===== config.mk =====
export PLATFORM = sky130hd
export DESIGN_NAME = normalize_shift_ctrl
export DESIGN_NICKNAME = d
export VERILOG_FILES = /design/src/rtl/normalize_shift_ctrl.sv
export SDC_FILE = /design/constraint.sdc
export NUM_CORES = 1
export LEC_CHECK = 0
export ABC_AREA = 1
export CORE_MARGIN = 1
export CORE_UTILIZATION = 40
export CTS_CLUSTER_SIZE = 16
export DETAILED_ROUTE_END_ITERATION = 16
export DONT_BUFFER_PORTS = 1
export PLACE_DENSITY = 0.54
export SLEW_MARGIN = 15
export SYNTH_ARGS = -nofsm -noshare
export SYNTH_HDL_FRONTEND = slang
export SYNTH_SLANG_ARGS = --single-unit
export TNS_END_PERCENT = 1

===== constraint.sdc =====
create_clock -name clk -period 4.1 [get_ports clk]
set_input_delay 0.82 -clock clk [delete_from_list [all_inputs] [get_ports clk]]
set_output_delay 0.82 -clock clk [all_outputs]
set_load 0.1 [all_outputs]

===== src/rtl/normalize_shift_ctrl.sv =====
// Post-add normalisation controller: locates the leading one of the sum word
// by a chunked MSB-first scan and drives the downstream mantissa shifter.
module normalize_shift_ctrl #(
   parameter int SCAN_W = 4,
   parameter int EXP_W  = 8
) (
   input  logic             clk,
   input  logic             res,
   input  logic             in_valid,
   output logic             in_ready,
   input  logic [27:0]      sum_in,
   input  logic [EXP_W-1:0] exp_in,
   output logic             out_valid,
   input  logic             out_ready,
   output logic [27:0]      mant_out,
   output logic             shift_right_en,
   output logic [7:0]       shift_right_bits,
   output logic             shift_left_en,
   output logic [7:0]       shift_left_bits,
   output logic [EXP_W-1:0] exp_out,
   output logic             zero,
   output logic             overflow,
   output logic             underflow
);

   localparam int MAG_W  = 26;
   localparam int NCHUNK = (MAG_W + SCAN_W - 1) / SCAN_W;
   localparam int PAD_W  = NCHUNK * SCAN_W;
   localparam int KW     = (NCHUNK > 1) ? $clog2(NCHUNK) : 1;
   localparam int CW     = (EXP_W > 8) ? EXP_W : 8;

   localparam logic [EXP_W-1:0] EXP_ONE = EXP_W'(1);
   localparam logic [EXP_W-1:0] EXP_SAT = '1;
   localparam logic [EXP_W-1:0] EXP_OVF = EXP_SAT - EXP_ONE;
   localparam logic [KW-1:0]    K_LAST  = KW'(NCHUNK - 1);

   typedef enum logic [1:0] {
      ST_IDLE,
      ST_SCAN,
      ST_DONE
   } state_t;

   state_t state_q, state_d;

   logic [27:0]      sum_q;
   logic [EXP_W-1:0] exp_q;
   logic [KW-1:0]    k_q;

   logic [PAD_W-1:0]  mag_pad;
   logic [PAD_W-1:0]  shifted;
   logic [SCAN_W-1:0] chunk;
   logic [7:0]        pos;
   logic              found;
   logic [7:0]        lz;
   logic [CW-1:0]     lz_e;
   logic [CW-1:0]     exp_e;
   logic              is_carry;
   logic              is_zero;
   logic              finish;

   logic             n_re;
   logic [7:0]       n_rb;
   logic             n_le;
   logic [7:0]       n_lb;
   logic [EXP_W-1:0] n_eo;
   logic             n_z;
   logic             n_ov;
   logic             n_uf;

   // State register
   always_ff @(posedge clk or negedge res) begin
      if (!res) state_q <= ST_IDLE;
      else      state_q <= state_d;
   end

   // Carry and zero words still pass through one SCAN cycle so that their
   // results appear one edge after capture, like a chunk-0 hit.
   always_comb begin
      state_d = state_q;
      unique case (state_q)
         ST_IDLE: if (in_valid)  state_d = ST_SCAN;
         ST_SCAN: if (finish)    state_d = ST_DONE;
         ST_DONE: if (out_ready) state_d = ST_IDLE;
         default:                state_d = ST_IDLE;
      endcase
   end

   always_comb begin
      in_ready  = (state_q == ST_IDLE);
      out_valid = (state_q == ST_DONE);
   end

   // Chunk k examined MSB first; the magnitude is zero-padded below bit 0.
   always_comb begin
      mag_pad = PAD_W'(sum_q[25:0]) << (PAD_W - MAG_W);
      shifted = mag_pad << (k_q * SCAN_W);
      chunk   = shifted[PAD_W-1 -: SCAN_W];
      pos     = '0;
      found   = 1'b0;
      for (int unsigned i = 0; i < SCAN_W; i++) begin
         if (!found && chunk[SCAN_W-1-i]) begin
            found = 1'b1;
            pos   = 8'(i);
         end
      end
      lz       = 8'(k_q * SCAN_W) + pos;
      lz_e     = CW'(lz);
      exp_e    = CW'(exp_q);
      is_carry = sum_q[26];
      is_zero  = (sum_q[26:0] == '0);
      finish   = is_carry || is_zero || found || (k_q == K_LAST);
   end

   always_comb begin
      n_re = 1'b0;
      n_rb = '0;
      n_le = 1'b0;
      n_lb = '0;
      n_eo = '0;
      n_z  = 1'b0;
      n_ov = 1'b0;
      n_uf = 1'b0;
      if (is_carry) begin
         n_re = 1'b1;
         n_rb = 8'd1;
         if (exp_q >= EXP_OVF) begin
            n_ov = 1'b1;
            n_eo = EXP_SAT;
         end else begin
            n_eo = exp_q + EXP_ONE;
         end
      end else if (is_zero) begin
         n_z = 1'b1;
      end else if (lz == 8'd0) begin
         n_eo = exp_q;
      end else if (lz_e < exp_e) begin
         n_le = 1'b1;
         n_lb = lz;
         n_eo = exp_q - EXP_W'(lz);
      end else begin
         n_uf = 1'b1;
         n_lb = (exp_q == '0) ? 8'd0 : 8'(exp_q - EXP_ONE);
         n_le = (n_lb != 8'd0);
      end
   end

   always_ff @(posedge clk or negedge res) begin
      if (!res) begin
         sum_q            <= '0;
         exp_q            <= '0;
         k_q              <= '0;
         shift_right_en   <= 1'b0;
         shift_right_bits <= '0;
         shift_left_en    <= 1'b0;
         shift_left_bits  <= '0;
         exp_out          <= '0;
         zero             <= 1'b0;
         overflow         <= 1'b0;
         underflow        <= 1'b0;
      end else begin
         unique case (state_q)
            ST_IDLE: begin
               if (in_valid) begin
                  sum_q <= sum_in;
                  exp_q <= exp_in;
                  k_q   <= '0;
               end
            end
            ST_SCAN: begin
               if (finish) begin
                  shift_right_en   <= n_re;
                  shift_right_bits <= n_rb;
                  shift_left_en    <= n_le;
                  shift_left_bits  <= n_lb;
                  exp_out          <= n_eo;
                  zero             <= n_z;
                  overflow         <= n_ov;
                  underflow        <= n_uf;
               end else begin
                  k_q <= k_q + KW'(1);
               end
            end
            ST_DONE: begin
               if (out_ready) begin
                  shift_right_en   <= 1'b0;
                  shift_right_bits <= '0;
                  shift_left_en    <= 1'b0;
                  shift_left_bits  <= '0;
                  exp_out          <= '0;
                  zero             <= 1'b0;
                  overflow         <= 1'b0;
                  underflow        <= 1'b0;
               end
            end
            default: ;
         endcase
      end
   end

   assign mant_out = sum_q;

endmodule


; Word-level counts from Yosys, hierarchy flattened
; Index checks and enable logic that the tools add are counted.
; Widths: inputs -> output; s select.
[totals]
wordCells = 103
inputBits = 40
output_inout_bits = 59
regBits = 70
[classes]
shift = 1
magnitude_cmp = 2
n_reduce_logical = 20
muxes = 56
n_addsub = 5
n_eq_ne = 7
[op_table]
columns = cell, n
row1 = $mux 8, 16
row2 = $pmux 8 s2, 3
row3 = $shl 28x5->28, 1
row4 = $logic_not 27->1, 1
row5 = $mux 1, 25
row6 = $logic_not 8->1, 2
row7 = $pmux 1 s2, 5
row8 = $reduce_and 3->1, 3
row9 = $add 5x8->8, 1
row10 = $add 8x1->8 const B, 1
row11 = $ge 8x8->1 const B, 1
row12 = $lt 8x8->1, 1
row13 = $reduce_bool 8->1, 1
row14 = $sub 8x1->8 const B, 1
row15 = $sub 8x8->8, 1
row16 = $mux 2, 3
row17 = $mux 3, 2
row18 = $ne 2x2->1 const B, 3
row19 = $pmux 2 s3, 1
row20 = $pmux 3 s2, 1
row21 = $reduce_bool 2->1, 2
row22 = $add 3x1->3 const B, 1
row23 = $eq 3x3->1 const B, 1
row24 = $logic_and 1x1->1, 3
row25 = 7 further kinds, 11

; Longest topological paths before layout
[logic_depth]
ltp_word = 19
ltp_mapped = 22
mapped_depth_nobuf = 21

; Worst setup path before layout
; Ideal clock, no wire load.
[synth_timing]
kind = reg2reg
from = reg sum_q[11] (netlist: mant_out[11])
to = reg shift_left_bits[5]
path_stages_with_launch = 21
slack_ns = 0.897
required_ns = 3.980
t_arrival_ns = 3.083
path_buffers = 1
synth_period_minus_slack_ns = 3.203
setup_ns = 0.120
path_cell_list = dfrtp_1 nand2_1 nand3_1 nand2_1 nand2_1 nand2_1 nand2_1 nand2_1 nand2_4 inv_1 ha_1 fa_1 o21ai_0 nand2_1 nand4_1 nand2_1 buf_2 nand3_1 inv_1 nand3_1 nand2_1
[synth_via]
elab_chain_cells = 14
elab_cells_between_ends = 23
classes_between = add/sub (1) / order compare (1) / eq/ne (1) / shift (1) / mux (10) / reduce/logical (9)
[synth_rtl]
columns = item, line_no
row1 = from (decl), 45  ; logic [27:0] sum_q;
row2 = from (signal assigned), 164  ; sum_q <= sum_in;
row3 = $shl 28x5->28, 96  ; shifted = mag_pad << (k_q * SCAN_W);
row4 = $logic_and 1x1->1, 101  ; if (!found && chunk[SCAN_W-1-i]) begin
row5 = $mux 1, 101
row6 = $logic_not 1->1, 101
row7 = $logic_and 1x1->1, 101
row8 = $mux 8, 101
row9 = $add 5x8->8, 106  ; lz = 8'(k_q * SCAN_W) + pos;
row10 = $lt 8x8->1, 136  ; end else if (lz_e < exp_e) begin
row11 = $mux 8, 136
row12 = $mux 8, 134  ; end else if (lz == 8'd0) begin
row13 = $mux 8, 132  ; end else if (is_zero) begin
row14 = $mux 8, 123  ; if (is_carry) begin
row15 = $mux 8, 170  ; if (finish) begin
row16 = $pmux 8 s2, 161  ; unique case (state_q)
row17 = to (signal assigned), 174  ; shift_left_bits <= n_lb;
row18 = to (decl), 19  ; output logic [7:0] shift_left_bits,
; Parallel ways exist; a longest one is shown, timed or not. The select of a mux whose other input is x is not followed.
; A chain may end at the register's enable or synchronous reset.

; Final worst setup path
[layout_timing]
from = reg k_q[0]
to = reg exp_out[5]
[layout_via]
elab_chain_cells = 19
elab_cells_between_ends = 29
classes_between = add/sub (2) / order compare (1) / eq/ne (2) / shift (1) / mux (13) / reduce/logical (10)
[layout_rtl]
columns = item, line_no
row1 = from (decl), 47  ; logic [KW-1:0] k_q;
row2 = from (signal assigned), 180  ; k_q <= k_q + KW'(1);
row3 = $shl 28x5->28, 96
row4 = $mux 1, 101
row5 = $logic_not 1->1, 101
row6 = $logic_and 1x1->1, 101
row7 = $mux 1, 101
row8 = $logic_not 1->1, 101
row9 = $logic_and 1x1->1, 101
row10 = $mux 1, 101
row11 = [... 3 more ...], --
row12 = $add 5x8->8, 106
row13 = $sub 8x8->8 / $lt 8x8->1 (equally long branches), "139, 136"
row14 = $mux 8, 136
row15 = $mux 8, 134
row16 = $mux 8, 132
row17 = $mux 8, 123
row18 = $mux 8, 170
row19 = $pmux 8 s2, 161
row20 = to (signal assigned), 175  ; exp_out <= n_eo;
row21 = to (decl), 20  ; output logic [EXP_W-1:0] exp_out,
; Parallel ways exist; a longest one is shown, timed or not. The select of a mux whose other input is x is not followed.

==> metrics.md <==
| Metric | Value |
|---|---|
| Setup ws final | `0.430 ns` |
| Critical Path AT | `3.96 ns` |
| Area after DPL | `0.00424 mm2` |
| Core area | `0.00973 mm2` |
| Die height | `102 um` |
| Worst slew margin | `34.0%` |
| Placed wire-length estimate | `8220 um` |
| Max-slew violation count | `0` |
| Max Cap Viol | `0` |
| Mean Syn Cell Area | `7.45 um2` |
| Fin crit period | `3.67 ns` |
| Cell count after synthesis | `535` |
| ANT cells | `0` |
| Count of state elements after synthesis | `62` |
| Setup TNS | `0 ns` |
| Startpoint types | `flip-flop` |
| Port Buffers | `0` |
| Vias per inst | `5.16` |
| Initial drt markers | `143` |
| CTS H-Tree Depth | `3` |
| Worst setup EP type | `flip-flop` |
| Synth unique cells | `35` |
| Max Freq | `272 MHz` |
| Layout area overhead | `12.6%` |
| Final wirelength | `11100 um` |
| CTS Sinks | `62` |
| Worst-path cell chain | `inv_2 > nand2_1 > nand3_1 > nand3_1 > nand2_1 > nand2_1 > nand2_1 > nand2_4 > inv_1 > ha_1 > fa_1 > o21ai_0 > nand2_1 > nand4_1 > nand2_1 > inv_1 > o21ai_0 > nand2_1 > nand3_1 > nand2_1` |
| CTS Buf Count | `9` |
| CP max FO | `18` |
| Crit path kind | `reg -> reg` |
| Largest net degree at the start of global routing | `63` |
| Initial antenna violation count | `0` |
| Vias in the first global route | `3405` |
| Max incr delay on CP | `0.63 ns` |
| DIE WIDTH | `102 um` |
| Reg clk slew, reported paths | `0.08 ns` |
| Worst EP required | `4.39 ns` |
| Worst-skew pair later-pin latency | `0.35 ns` |
| Worst path bufs/invs | `3` |
| Starting density of the core | `40.9%` |
| WHS | `0.161 ns` |
| Leading area contributor after synthesis | `dfrtp_1` |
| Share of flip-flops with an asynchronous set or reset | `100%` |
| Num rows | `36` |
| Vias | `3591` |
| Yosys warning total | `0` |
| Worst hold path class | `in -> async` |
| IO Count | `99` |
| PostCTS Resize Cnt | `0` |
| Synth top area share | `38.9%` |
| Clock tree from TritonCTS | `done` |
| Final instance area | `0.00449 mm2` |
| Hold Fails Final Rpt | `0` |
| Status | `finished clean` |
| Sequential-to-total area share from yosys stat | `38.9%` |
| Synth Flop Type | `dfrtp_1` |
| RSZ-0062 raised after global routing | `false` |
| Family with the most delay on the worst path | `simple AND/OR/NAND/NOR gates` |
| Clk buf depth | `2` |
| Least-Margin Pin Slew | `0.990 ns` |
| Number of synthesized flops with an enable pin | `0` |
| Final ANT Viol Nets | `0` |
| Pre-CTS WS | `0.498 ns` |
| First-pass GRT wire length | `17800 um` |
| Die Area | `0.0104 mm2` |
| Drt pass-1 iters | `4` |
| Filler cells | `1027` |
| Slowest CP cell | `dfrtp_1` |
| Final GP Congestion | `0.958` |
| Clock skew | `0.0104 ns` |
| Post-CTS setup buffers | `0` |
| Hold buffers post-CTS | `0` |
| Ratio of cells with drive above 1 in the final layout | `16.0%` |
| Final nets | `611` |
| Gr ovfl total | `0` |
| Residual DRC | `0` |
| Avg WL per Cell | `15.9 um` |
| Ranking of synthesized cells by area | `dfrtp_1 (39%), nand2_1 (12%), nand3_1 (8.4%)` |
| Critical Path Most Common Cell | `nand2_1` |
| Synthesized area | `0.00398 mm2` |
| Fin crit share | `89.5%` |
| Setup violations, final | `0` |
| Total track usage | `22.9%` |
| CTS root buffer | `clkbuf_8` |
==> metal layers <==
metal	track usage, %	vias to the layer above	wire, um
li1	-	1771	-
met1	32.0	1661	5280
met2	34.3	139	4690
met3	6.00	20	886
met4	7.25	0	214
met5	0	-	0
==> synth_stat cells (2+ instances only) <==
cell,instances
o21ai_0,15
a21oi_1,29
o21ai_2,5
o21ai_1,9
or2_2,3
nand3_1,67
nor2_2,3
nor3_1,6
ha_1,12
nand4_1,13
inv_2,3
nor2_1,62
o31ai_1,3
mux2_2,12
buf_4,11
buf_2,3
buf_1,2
nand2_4,4
xor2_1,5
dfrtp_1,62
nand2_1,127
buf_6,5
clkbuf_1,4
nand2_2,6
inv_1,54
==> flip-flops by register name, indices dropped and copies added, names as in the netlist <==
name,flops
exp_out,8
mant_out,28
k_q,3
underflow,1
zero,1
shift_right_bits,1
shift_left_bits,8
shift_left_en,1
state_q,2
overflow,1
exp_e,8
==> worst paths after layout <==
path	start	slack, ns	end	cells after the start
max reg2reg	k_q[0]	0.43	exp_out[5]	20
max	k_q[0]	0.43	exp_out[5]	20
min	res	0.16	shift_left_bits[1]	0
max in group asynchronous	res	3.79	exp_e[0]	0
min in group clk	state_q[0]	0.54	state_q[1]	1
min reg2reg	state_q[0]	0.54	state_q[1]	1
==> kinds of logic after synthesis <==
group                    synth area share, %
XOR/XNOR                                1.32
AO/OA/AOI/OAI                           8.70
adder cells (fa/ha/maj)                 4.27
flip-flops                              38.9
multiplexers                            3.39
buffers and inverters                   9.80
AND/OR/NAND/NOR                         33.5
other                                 0.0941
==> cell type report <==
type	count	area (um2)	area share (%)
Inverter	57	214	4.77
Timing Repair Buffer	31	233	5.19
Clock buffer	11	141	3.15
Multi-Input combinational cell	397	2070	46.2
Sequential cell	62	1550	34.6
Clock inverter	5	106	2.37
Tap cell	133	166	3.71
==> cells in the final DEF (no fill, tap or decap), drive strengths merged <==
master    count
clkinv        1
conb          7
clkinvlp      1
a21oi        29
o31ai         3
a21o          1
nand3        69
ha           12
dfrtp        62
nand4        13
nor3          7
nand3b        1
or2           3
xnor2         1
xor2          5
o21ai        29
nand2       137
nor4          1
fa            1
clkbuf       11
bufinv        3
mux2         12
a211oi        1
nor2         65
inv          57
buf          31
==> stage by stage <==
stage,utilization (%),instances
after CTS,46.1,696
after global placement,43.6,680
after global routing,46.1,696
after floorplan,-,541
final,46.1,696
after detailed placement,43.6,680
Power is not shown: default switching activity piles up to over one toggle a cycle in this logic, so the estimate is an artifact.
==> variant 1, RTL diff (same settings) <==
The parameter `SCAN_W` goes from 4 to 2.
--- a/src/rtl/normalize_shift_ctrl.sv
+++ b/src/rtl/normalize_shift_ctrl.sv
@@ -1,7 +1,7 @@
 // Post-add normalisation controller: locates the leading one of the sum word
 // by a chunked MSB-first scan and drives the downstream mantissa shifter.
 module normalize_shift_ctrl #(
-   parameter int SCAN_W = 4,
+   parameter int SCAN_W = 2,
    parameter int EXP_W  = 8
 ) (
    input  logic             clk,
Check against the original RTL: not equivalent (Yosys sat finds a counterexample within 4 cycles, from zero or initial values).
==> variant 1 against the original RTL <==
- worst setup slack better by 0.35 ns
- clock skew down 0.0073 ns
- via count up 0.61%
- sequential cell count up 1
- critical endpoint is now shift_left_bits[7]
- area after synthesis up 1.0%
- worst hold slack better by 0.0021 ns
- largest cell class unchanged
- wire length down 3.9%
- sequential share of layout area up 1.2 points
- final area down 1.9%
Power is not shown: default switching activity piles up to over one toggle a cycle in this logic, so the estimate is an artifact.
==> variant 1: results (changes against the original RTL) <==
Repair and plain buffers: 31 (unchanged)
Bufs on Longest Clock Path: 2 (unchanged)
clock insertion delay at the later pin of the skew report: 0.35 ns (about the same)
nets@finish: 629 (was 611)
mux contribution to synthesized area: 0 (was 0.0339)
top sig layer: met4 (unchanged)
Async SR Flop Fraction: 1.00 (unchanged)
drt first pass iters: 5 (was 4)
Met3 Wirelength: 919 um (was 886 um)
vias post-DR: 3,613 (was 3,591)
Hold WC Path Type: in -> async (unchanged)
layout cells sized above 1: 0.122 (was 0.160)
Routed WL per cell: 14.9 um (was 15.9 um)
count of non-CTS inverters in the layout: 63 (was 57)
Seq. cell area: 1580 um^2 (was 1550 um^2)
Clock buf/inv share: 0.0406 (was 0.0552)
worst slack, placed: 0.825 ns (was 0.498 ns)
syn avg cell area: 7.15 um^2 (was 7.45 um^2)
Commonest cells post-synth: nand2_1 (198), dfrtp_1 (63), nand3_1 (60) (was nand2_1 (127), nand3_1 (67), dfrtp_1 (62), nor2_1 (62), inv_1 (54))
NonClk Buf Share: 0.0529 (was 0.0519)
CTS Root Cell: clkbuf_8 (unchanged)
CP max FO: 18 (unchanged)
Adder-Cell Fraction of Synth Area: 0.0361 (was 0.0427)
vias in the first global route: 3,470 (was 3,405)
status: finished, final reports clean (unchanged)
first-pass GRT wire length: 17.5 mm (was 17.8 mm)
Compound-Gate Fraction of Synth Area: 0.0777 (was 0.0870)
Area contributors post-synth: dfrtp_1 (39%), nand2_1 (18%), nand3_1 (7.5%) (was dfrtp_1 (39%), nand2_1 (12%), nand3_1 (8.4%))
largest net degree at the start of global routing: 64 (was 63)
area occupied by multi-input gates: 2000 um^2 (was 2070 um^2)
n_diodes: 0 (unchanged)
Layout fillers: 1,025 (was 1,027)
XOR/XNOR share of the synthesized area: 0.00653 (was 0.0132)
slowest library cell on the worst path: dfrtp_1 (unchanged)
num sequential: 63 (was 62)
number of flip-flops in the largest register: 28 (unchanged)
I/O Buffers: 0 (unchanged)
post-synth cell types: 38 (was 35)
crit path DAT: 3.61 ns (was 3.96 ns)
global placement routability congestion: 0.904 (was 0.958)
Slew HR: 0.367 (was 0.340)
Seq/Total Area, Yosys: 0.392 (was 0.389)
Vias per Instance: 5.06 (was 5.16)
Tot GR Track Use: 0.223 (was 0.229)
yosys warns: 0 (unchanged)
DPL Wire Length: 8.09 mm (was 8.22 mm)
placed cells: 700 (was 680)
Post-Route Skew: 0.00309 ns (was 0.0104 ns)
H-tree depth: 3 (unchanged)
CTS resizes: 0 (unchanged)
Clock buffer cells: 13 (was 11)
crit-path leading delay family: simple AND/OR/NAND/NOR gates (unchanged)
Met2 Wirelength: 4.45 mm (was 4.69 mm)
DRT met1 WL: 5.12 mm (was 5.28 mm)
Post-CTS Setup Inserts: 0 (unchanged)
CP peak stage delay: 0.78 ns (was 0.63 ns)
DRT iter0 DRCs: 245 (was 143)
comb_multi_in: 410 (was 397)
variant 1: cell types whose count changed after synthesis, sizes merged, moves of 4 or more:
cell	change
mux2	-12
nand2	+67
o21ai	+15
xor2	-4
nor2	-23
a21oi	-18
inv	+4
nand3	-4
clkbuf	+6
variant 1: path summary, 6_finish.rpt:
path,from,endpoint,slack [ns],cells past startpoint
min reg2reg,mant_out[11],mant_out[11],0.59,2
max in group asynchronous,res,exp_e[0],3.82,0
max,k_q[0],shift_left_bits[7],0.78,20
min in group clk,sum_in[1],mant_out[1],0.58,2
min,res,mant_out[27],0.16,0
max reg2reg,k_q[0],shift_left_bits[7],0.78,20
variant 1: metrics by stage:
step	instance area, um^2	hold WS [ns]
after floorplan	4050	0.524
after global routing	4400	0.135
after global placement	4220	0.527
final	4400	0.163
after detailed placement	4220	0.527
after CTS	4400	0.153
variant 1: per-layer routing:
metal / vias to the layer above / track usage
met4: 0 / 0.0769
met5: - / 0
li1: 1802 / -
met2: 135 / 0.322
met3: 12 / 0.0677
met1: 1664 / 0.314
